### config.mk
export PLATFORM = sky130hd
export DESIGN_NAME = serial_subtractor
export DESIGN_NICKNAME = d
export VERILOG_FILES = /design/src/rtl/serial_sub_pkg.sv /design/src/rtl/full_subtractor.sv /design/src/rtl/serial_subtractor.sv
export SDC_FILE = /design/constraint.sdc
export NUM_CORES = 1
export LEC_CHECK = 0
export ABC_AREA = 1
export CAP_MARGIN = 20
export CORE_MARGIN = 5
export CORE_UTILIZATION = 45
export CTS_CLUSTER_DIAMETER = 50
export CTS_CLUSTER_SIZE = 30
export DETAILED_ROUTE_END_ITERATION = 10
export DONT_BUFFER_PORTS = 1
export GPL_ROUTABILITY_DRIVEN = 1
export HOLD_SLACK_MARGIN = 0.1
export PLACE_DENSITY = 0.7
export RECOVER_POWER = 50
export REMOVE_ABC_BUFFERS = 1
export SYNTH_ARGS = -nofsm -noshare
export SYNTH_HDL_FRONTEND = slang
export SYNTH_SLANG_ARGS = --single-unit
### constraint.sdc
create_clock -name clk -period 1 [get_ports clk]
set_input_delay 0.1 -clock clk [delete_from_list [all_inputs] [get_ports clk]]
set_output_delay 0.1 -clock clk [all_outputs]
set_load 0.1 [all_outputs]
### src/rtl/serial_sub_pkg.sv
// Shared definitions for the bit-serial subtractor: FSM state encodings and
// a constant helper that sizes the bit counter.
package serial_sub_pkg;

  typedef enum logic [1:0] {
    ST_IDLE  = 2'd0,
    ST_SHIFT = 2'd1,
    ST_DONE  = 2'd2
  } state_t;

  function automatic int clog2(input int value);
    int r;
    r = 0;
    while ((1 << r) < value) r++;
    return r;
  endfunction

endpackage

### src/rtl/full_subtractor.sv
// One-bit full subtractor cell: d = x - y - bi, bo set when the bit borrows.
module full_subtractor (
  input  logic x,
  input  logic y,
  input  logic bi,
  output logic d,
  output logic bo
);

  assign d  = x ^ y ^ bi;
  assign bo = (~x & y) | (~x & bi) | (y & bi);

endmodule

### src/rtl/serial_subtractor.sv
// Bit-serial WIDTH-bit subtractor computing a - b - bin LSB first with one cell.
// Optional macro SERIAL_SUB_SAT_EN clamps d to zero when the result underflows.
module serial_subtractor
  import serial_sub_pkg::*;
#(
  parameter int WIDTH = 4
) (
  input  logic             clk,
  input  logic             rst,
  input  logic             start,
  input  logic [WIDTH-1:0] a,
  input  logic [WIDTH-1:0] b,
  input  logic             bin,
  output logic             busy,
  output logic             done,
  output logic [WIDTH-1:0] d,
  output logic             bout,
  output state_t           state
);

  localparam int CW = (clog2(WIDTH) < 1) ? 1 : clog2(WIDTH);

  // Handshake: start is sampled only in IDLE; an accepted start raises busy on
  // the next cycle, and done pulses for one cycle when d/bout are fresh.
  state_t           state_next;
  logic [WIDTH-1:0] sa;
  logic [WIDTH-1:0] sb;
  logic [WIDTH-1:0] r;
  logic             br;
  logic [CW-1:0]    cnt;
  logic             diff;
  logic             bo;
  logic             last;
  logic [WIDTH-1:0] res;

  full_subtractor u_cell (
    .x (sa[0]),
    .y (sb[0]),
    .bi(br),
    .d (diff),
    .bo(bo)
  );

  assign last = (cnt == CW'(WIDTH - 1));
  assign res  = {diff, r[WIDTH-1:1]};
  assign busy = (state == ST_SHIFT);
  assign done = (state == ST_DONE);

  always_ff @(posedge clk) begin
    if (rst) state <= ST_IDLE;
    else     state <= state_next;
  end

  always_comb begin
    state_next = state;
    case (state)
      ST_IDLE:  if (start) state_next = ST_SHIFT;
      ST_SHIFT: if (last)  state_next = ST_DONE;
      ST_DONE:  state_next = ST_IDLE;
      default:  state_next = ST_IDLE;
    endcase
  end

  always_ff @(posedge clk) begin
    if (rst) begin
      sa   <= '0;
      sb   <= '0;
      r    <= '0;
      br   <= 1'b0;
      cnt  <= '0;
      d    <= '0;
      bout <= 1'b0;
    end else begin
      case (state)
        ST_IDLE: begin
          if (start) begin
            sa  <= a;
            sb  <= b;
            br  <= bin;
            cnt <= '0;
          end
        end
        ST_SHIFT: begin
          sa  <= sa >> 1;
          sb  <= sb >> 1;
          br  <= bo;
          r   <= res;
          cnt <= cnt + CW'(1);
          if (last) begin
`ifdef SERIAL_SUB_SAT_EN
            d <= bo ? '0 : res;
`else
            d <= res;
`endif
            bout <= bo;
          end
        end
        default: ;
      endcase
    end
  end

endmodule

# == Word-level counts from Yosys, hierarchy flattened ==
# Index checks and enable logic that the tools add are counted.
# classes
add_sub_neg,1
n_eq_ne,5
muxes,11
bitwise_logic,8
reduce_logical,5
# op_table
operator,n
4-bit case mux with 2 select lines,2
4-bit 2-to-1 mux,2
2-bit case mux with 2 select lines,2
2-bit 2-to-1 mux,3
2-bit AND reduction,3
2-bit == test (second input constant),2
1-bit bitwise AND,3
2-bit by 1-bit adder with 2-bit output (second input constant),1
2-bit by 1-bit == test with 1-bit output (second input constant),1
2-bit logical NOT,1
2-bit by 1-bit != test with 1-bit output (second input constant),1
2-bit != test (second input constant),1
1-bit OR,2
1-bit case mux with 2 select lines,1
2-bit nonzero test,1
1-bit bitwise XOR,2
1-bit 2-to-1 mux,1
1-bit inverter,1
# word_totals
reg_bits,22
inputBits,12
output_inout_bits,9
word_cells,38

# == Depth between registers and ports, before layout ==
# Gate-level depths: netlist (run 1).
# depth
word_depth,5
depth_mapped,7
depth_no_buf,6

# == Modules after synthesis ==
# Synthesis (run 1) repeated with hierarchy kept, for this count alone.
# unflattened
cells_unflattened,145
hier_area_um2,965.9
# by_module_without_submodules
module,n_inst,cells_per_inst,area_per_inst_um2,seq_area_each_um2
serial_subtractor,1,142,938.4,420.4
full_subtractor,1,3,27.5,0.0

# == Worst setup path after synthesis (run 1) ==
# No wires, ideal clock.
# synth_timing
path_type,flip-flop to output port
from,register state[1]
to,output done
arrival_ps,2447
required_time_ps,900
setup_slack_ps,-1547
stages_incl_launch_ff,3
n_path_buf,0
cell_sequence,dfxtp_1 inv_2 nor2_1
# synth_between
elab_chain_len,1
# synth_rtl
element,line_no,source
"start, declared",serial_subtractor.sv:18,output state_t state
"start signal, assigned",serial_subtractor.sv:51,else state <= state_next;
2-bit == test,serial_subtractor.sv:47,assign done = (state == ST_DONE);
"end, declared",serial_subtractor.sv:15,"output logic done,"
# Every way passes these cells.

# == Final worst setup path (run 1) ==
# Same ends and word-level chain as after synthesis.

==> out/metrics.yaml, run 1 <==
cts_sinks: 21
design.die.area_um2: 3070
die-height_um: 55.4
rows: 16
finalPower_mw: 1.75
grt_setup_unrepaired: "true"
antenna_left: 0
worst_slew_pin_slew_ns: 0.449
drcViolationCount: 0
core_um2: 1960
ys_seq_area_frac: 0.453
drtIter0Drc: 27
cp.required_ns: 0.90
cts_tree: "built"
dp_hpwl_um: 1380
cts_root_buf: "clkbuf_4"
violations: "negative setup slack"
synth.distinct_cells: 16
ioPinCount: 21
vias: 995
worstHoldPathType: "primary input to flip-flop"
die_x_um: 55.4
fin_crit_ns: 1.22
final_max_slew_viol_count: 0
p_switching_mw: 0.522
ys_ff_latch: 21
drtPass1Iterations: 4
fin_nets: 195
synth_xor_area_frac: 0
layout_setup_ws_ns: -0.225
wl_per_cell_um: 12.8
n_fill_cell: 131
drive_above_1_share: 0.389
cp-end-kind: "output port"
synth.avg_cell_area_um2: 6.58
grt_usage: 0.165
power_density_nw_per_um2: 1100
async_flop_share: 0
drv_cap: 0
hold_violations: 0
dp.cells: 184
fin_crit_sh: 1.22
syn_inst: 141
htree_levels: 1
dp_slack_ns: -0.117
max_freq_mhz: 816
yosysTopAreaCellShare: 0.453
netSwitchingFraction: 0.299
seqPwrFrac: 0.521
grt_pass1_wl_um: 4110
grt_max_degree: 15
crit_arrival_ns: 1.12
yosys_warnings: 0
setup.worst_path.class: "flip-flop to output port"
wirelength_um: 2640
synth_compound_area_frac: 0.0593
clockBufferDepth: 2
path_clk_slew_ns: 0.12
setup_viol: 23
synth_ff_type: "dfxtp_1"
final_cell_count_no_fill: 207
ys_top_cells_by_count: "46 x nand2_1, 37 x nor2_1, 21 x dfxtp_1"
yosys-top-cells-area: "dfxtp_1 45%, nand2_1 19%, nor2_1 15%"
gp_congestion: 0.755
synth-edff-count: 0
port_buffers: 0
clk_latency_ns: 0.30
n_antenna_cell: 0
crit_fanout: 3
slew-limit-headroom: 0.700
p_clk_frac: 0.236
synth_area_um2: 928
area_growth_pct: 70.4
skew_ns: 0.00198
yosys.area_share.simple: 0.365
yosysTopAreaCell: "dfxtp_1"
antenna_found_initial: 0
muxShareOfSynthArea: 0
grt-ovfl-total: 0
fin_util: 0.806
ir_drop_v: 0.000761
synth_top_family_by_area: "simple AND/OR/NAND/NOR gates"
internal-power_mw: 1.22
startpoint_type: "flip-flop"
initial_core_util: 0.473
yosysMostFrequentCell: "nand2_1"
grt_pass1_vias: 940
cts_buffers: 3
synthAdderAreaFrac: 0.0350
p_leak_nw: 0.722
vias_per_cell: 4.81
outcome: "finished with violations"
combPwrFrac: 0.243
## layout by cell type, fill, tap and decap left out
| cell | n |
|---|---|
| nor3_2 | 1 |
| nor2_4 | 3 |
| buf_8 | 1 |
| nand2_1 | 41 |
| dfxtp_2 | 7 |
| nor2_1 | 29 |
| o21ai_4 | 1 |
| nand2_2 | 3 |
| a21oi_2 | 3 |
| nand2_4 | 3 |
| buf_6 | 9 |
| a21oi_1 | 3 |
| dlygate4sd3_1 | 11 |
| buf_12 | 9 |
| o21ai_0 | 1 |
| nand3_2 | 1 |
| dfxtp_4 | 3 |
| ha_4 | 1 |
| nand3_1 | 1 |
| inv_1 | 12 |
| clkbuf_4 | 3 |
| clkbuf_1 | 1 |
| dfxtp_1 | 11 |
| o21ai_2 | 3 |
| buf_4 | 9 |
| fa_2 | 1 |
| inv_4 | 1 |
| inv_2 | 2 |
| nor2_2 | 6 |
## critical path: stages, from the launching register on
cell and delay, ns:
dfxtp_4 0.39, inv_4 0.04, buf_6 0.11, nor2_4 0.09, buf_12 0.18
## power groups by stage
stage               combinational [mW]  clock (mW)  sequential (mW)
floorplan                        0.172           0            0.948
global placement                 0.274           0            0.923
detailed placement               0.281           0            0.925
CTS                              0.385       0.418            0.904
global route                     0.471       0.455            0.913
finish                           0.424       0.413            0.909
## sequential cells by signal, summed over array words and instances (netlist names)
register,count
br,1
sb,4
sa,4
bout,1
cnt,2
d,4
r,3
state,2
## area by class of cell
| cell class | count | area, um^2 | share of cell area |
|---|---|---|---|
| multi-input combinational | 101 | 548 | 0.347 |
| timing repair buffer | 39 | 474 | 0.300 |
| sequential | 21 | 440 | 0.278 |
| inverter | 15 | 58.8 | 0.0372 |
| tap | 27 | 33.8 | 0.0214 |
| clock buffer | 4 | 26.3 | 0.0166 |
## metal layers
| layer | wire length [um] | vias up | GRT usage |
|---|---|---|---|
| met5 | 0 | - | 0 |
| met4 | 65 | 0 | 0.0903 |
| met3 | 162 | 8 | 0.0396 |
| met2 | 1420 | 30 | 0.285 |
| met1 | 996 | 456 | 0.185 |
| li1 | - | 501 | - |
## path summary, 6_finish.rpt
check	slack (ns)	startpoint	end	cells past startpoint
hold reg to reg	0.48	r[1]$_SDFFE_PP0P_	r[1]$_SDFFE_PP0P_	2
setup / recovery	-0.22	state[1]$_SDFFE_PP0P_	done	4
setup reg to reg	-0.21	state[1]$_SDFFE_PP0P_	sa[2]$_SDFFE_PP0P_	8
hold / removal	0.17	rst	d[0]$_SDFFE_PP0P_	3
## cell families after synthesis
logic type / after synthesis
simple gates: 88
flops: 21
buf+inv: 19
compound gates: 11
fa+ha+maj: 2
## per-stage QoR
stage | TNS (ns) | hold WS (ns) | area, um^2
global placement | -0.897 | 0.170 | 1130
CTS | -1.83 | 0.144 | 1470
global route | -4.41 | 0.201 | 1580
floorplan | -22.57 | 0.169 | 903
finish | -2.83 | 0.166 | 1580
detailed placement | -1.27 | 0.173 | 1130
## repair_timing
action	4_1_cts	5_1_grt
hold endpoints to repair	15	0
hold buffers	11	0
pin swaps	4	9
gates cloned	1	0
setup buffers	4	3
setup endpoints to repair	25	27
gates resized for setup	52	29
No activity file was read; power rests on OpenSTA's default activity.
==> run 2, diff against run 1 <==
- CORE_UTILIZATION: 45 -> 43
- CTS_CLUSTER_SIZE: 30 -> 20
- DONT_BUFFER_PORTS: 1 -> unset
- PLACE_DENSITY: 0.7 -> 0.81
==> out/metrics.yaml, run 2 (synthesis results as in run 1) <==
vias: 1017  # +2.2%
hold_slack_ns: 0.352  # +0.186 ns
initial_core_util: 0.464  # -0.00946
drtIter0Drc: 27  # unchanged
worst_slew_pin_slew_ns: 0.201  # -0.248 ns
grt_usage: 0.173  # +0.00769
worstHoldPathType: "primary input to flip-flop"
p_clk_frac: 0.254  # +0.018
finalSetupTns_ns: -3.01  # -0.183 ns
core_um2: 2000  # +2.0%
n_antenna_cell: 0  # unchanged
violations: "negative setup slack"
clk_latency_ns: 0.33  # +0.03 ns
outcome: "finished with violations"
design.die.area_um2: 3190  # +3.8%
drtPass1Iterations: 4  # unchanged
grt_pass1_wl_um: 4260  # +3.7%
multi_input_area_um2: 517  # -5.7%
final_max_slew_viol_count: 0  # unchanged
n_fill_cell: 129  # -1.5%
wirelength_um: 2620  # -0.83%
postCtsHoldBufs: 0  # -11
layout_setup_ws_ns: -0.267  # -0.0420 ns
rrSetupSlack_ns: -0.24  # -0.03 ns
antenna_found_initial: 0  # unchanged
top_usage_layer: "met2"
cp.required_ns: 0.90  # about the same
cts_root_buf: "clkbuf_4"
die_x_um: 56.5  # +1.9%
dp_slack_ns: -0.187  # -0.0697 ns
fin_crit_sh: 1.27  # +0.0420
p_switching_mw: 0.573  # +9.8%
worstHoldStart: "a[3]"
hold_violations: 0  # unchanged
startpoint_type: "flip-flop"
cp-startpoint: "state[1]$_SDFFE_PP0P_"
grt.met1_usage: 0.184  # -0.000559
setup.worst_path.class: "flip-flop to output port"
crit_fanout: 4  # +1
use_met3: 0.0252  # -0.0144
layout_common_cells: "41 x nand2_1, 34 x nor2_1, 15 x buf_4, 12 x inv_1, 11 x clkdlybuf4s50_1"
ioPinCount: 21  # unchanged
rr_startpoint: "state[1]$_SDFFE_PP0P_"
clockBufferDepth: 2  # unchanged
fin_crit_ns: 1.27  # +0.0420 ns
rr_worst_depth: 7  # -1
top_regs: "d: 4 flops, sa: 4 flops, sb: 4 flops"
rows: 16  # unchanged
grt_pass1_vias: 974  # +3.6%
cts_buffers: 3  # unchanged
vias_per_cell: 4.87  # +1.2%
path_clk_slew_ns: 0.14  # +0.02 ns
design_area_um2: 1560  # -1.7%
cp-end-kind: "output port"
grtUsageMet2: 0.305  # +0.0198
wl_per_cell_um: 12.5  # -1.8%
crit_arrival_ns: 1.17  # +0.05 ns
slew-limit-headroom: 0.866  # +0.165
fin_nets: 197  # +1.0%
drcViolationCount: 0  # unchanged
grt-ovfl-total: 0  # unchanged
hold-path-endpoint: "sa[3]$_SDFFE_PP0P_"
die-height_um: 56.5  # +1.9%
gp_congestion: 0.810  # +7.2%
internal-power_mw: 1.25  # +1.7%
skew_ns: 0.0159  # +0.0139 ns
place_area_um2: 1360  # +21%
seqPwrFrac: 0.500  # -0.021
power_density_nw_per_um2: 1170  # +5.9%
seq_area_um2: 439  # -0.28%
dp_hpwl_um: 1610  # +16%
setup_viol: 22  # -4.3%
cts_tree: "built"
cts_sinks: 21  # unchanged
htree_levels: 1  # unchanged
area_growth_pct: 67.5
final_common_cell: "nand2_1"
grt_max_degree: 15  # unchanged
ir_drop_v: 0.00111  # +45%
drive_above_1_share: 0.363  # -0.0263
antenna_left: 0  # unchanged
drv_cap: 0  # unchanged
max_freq_mhz: 789  # -3.3%
combPwrFrac: 0.246  # +0.003
port_buffers: 20  # +20
p_leak_nw: 0.708  # -1.9%
r2r-end: "sb[0]$_SDFFE_PP0P_"
holdPathStages: 3  # unchanged
grt_setup_unrepaired: "true"
netSwitchingFraction: 0.315  # +0.0162
==> run 2: cell count changes in the layout (fill, tap and decap cells not counted), sizes merged <==
cell,previous run,this run
clkbuf,4,3
clkdlybuf4s50,0,11
dlygate4sd3,11,0
clkinvlp,0,1
buf,28,30
==> run 2: layer usage <==
metal / vias up / routed length (um)
met5: - / 0
met4: 0 / 98
met3: 9 / 81
met2: 26 / 1400
met1: 475 / 1040
li1: 507 / -
==> run 2: through the flow <==
step                      power, mW  cells   util
after floorplan                1.12    137      -
after global placement         1.28    200  0.679
after detailed placement       1.29    200  0.679
after CTS                      1.77    207  0.758
after global routing           1.90    209  0.777
final                          1.82    209  0.777
==> run 2: layout make-up <==
cell class                      instances  area share
Inverter                               15      0.0362
Tap cell                               27      0.0217
Clock buffer                            3      0.0145
Multi-Input combinational cell        101       0.332
Timing Repair Buffer                   41       0.308
Clock inverter                          1     0.00483
Sequential cell                        21       0.282
==> run 2: critical path, stage by stage (launching register included) <==
cell and delay, ns:
dfxtp_2 0.37, buf_6 0.12, nor2_4 0.08, buf_6 0.11
buf_12 0.16
==> run 2: worst max path at each step <==
stage          depth (start not counted)                  to
6_report                               4                busy
4_1_cts                                4                busy
3_5_place_dp                           6  sa[2]$_SDFFE_PP0P_
2_1_floorplan                          2                done
5_1_grt                                4                busy
3_3_place_gp                           6  sa[2]$_SDFFE_PP0P_
==> run 2: repair_timing <==
item	CTS	global route
pin swaps	9	4
setup buffers	3	2
resized for setup	37	11
endpoints found under the setup margin	28	29
cloned	1	0
==> run 2: power by group through the flow <==
stage	registers, mW	clock network [mW]	logic, mW
after detailed placement	0.925	0	0.365
final	0.909	0.462	0.447
after global routing	0.913	0.501	0.486
after CTS	0.908	0.449	0.415
after floorplan	0.948	0	0.172
after global placement	0.923	0	0.355
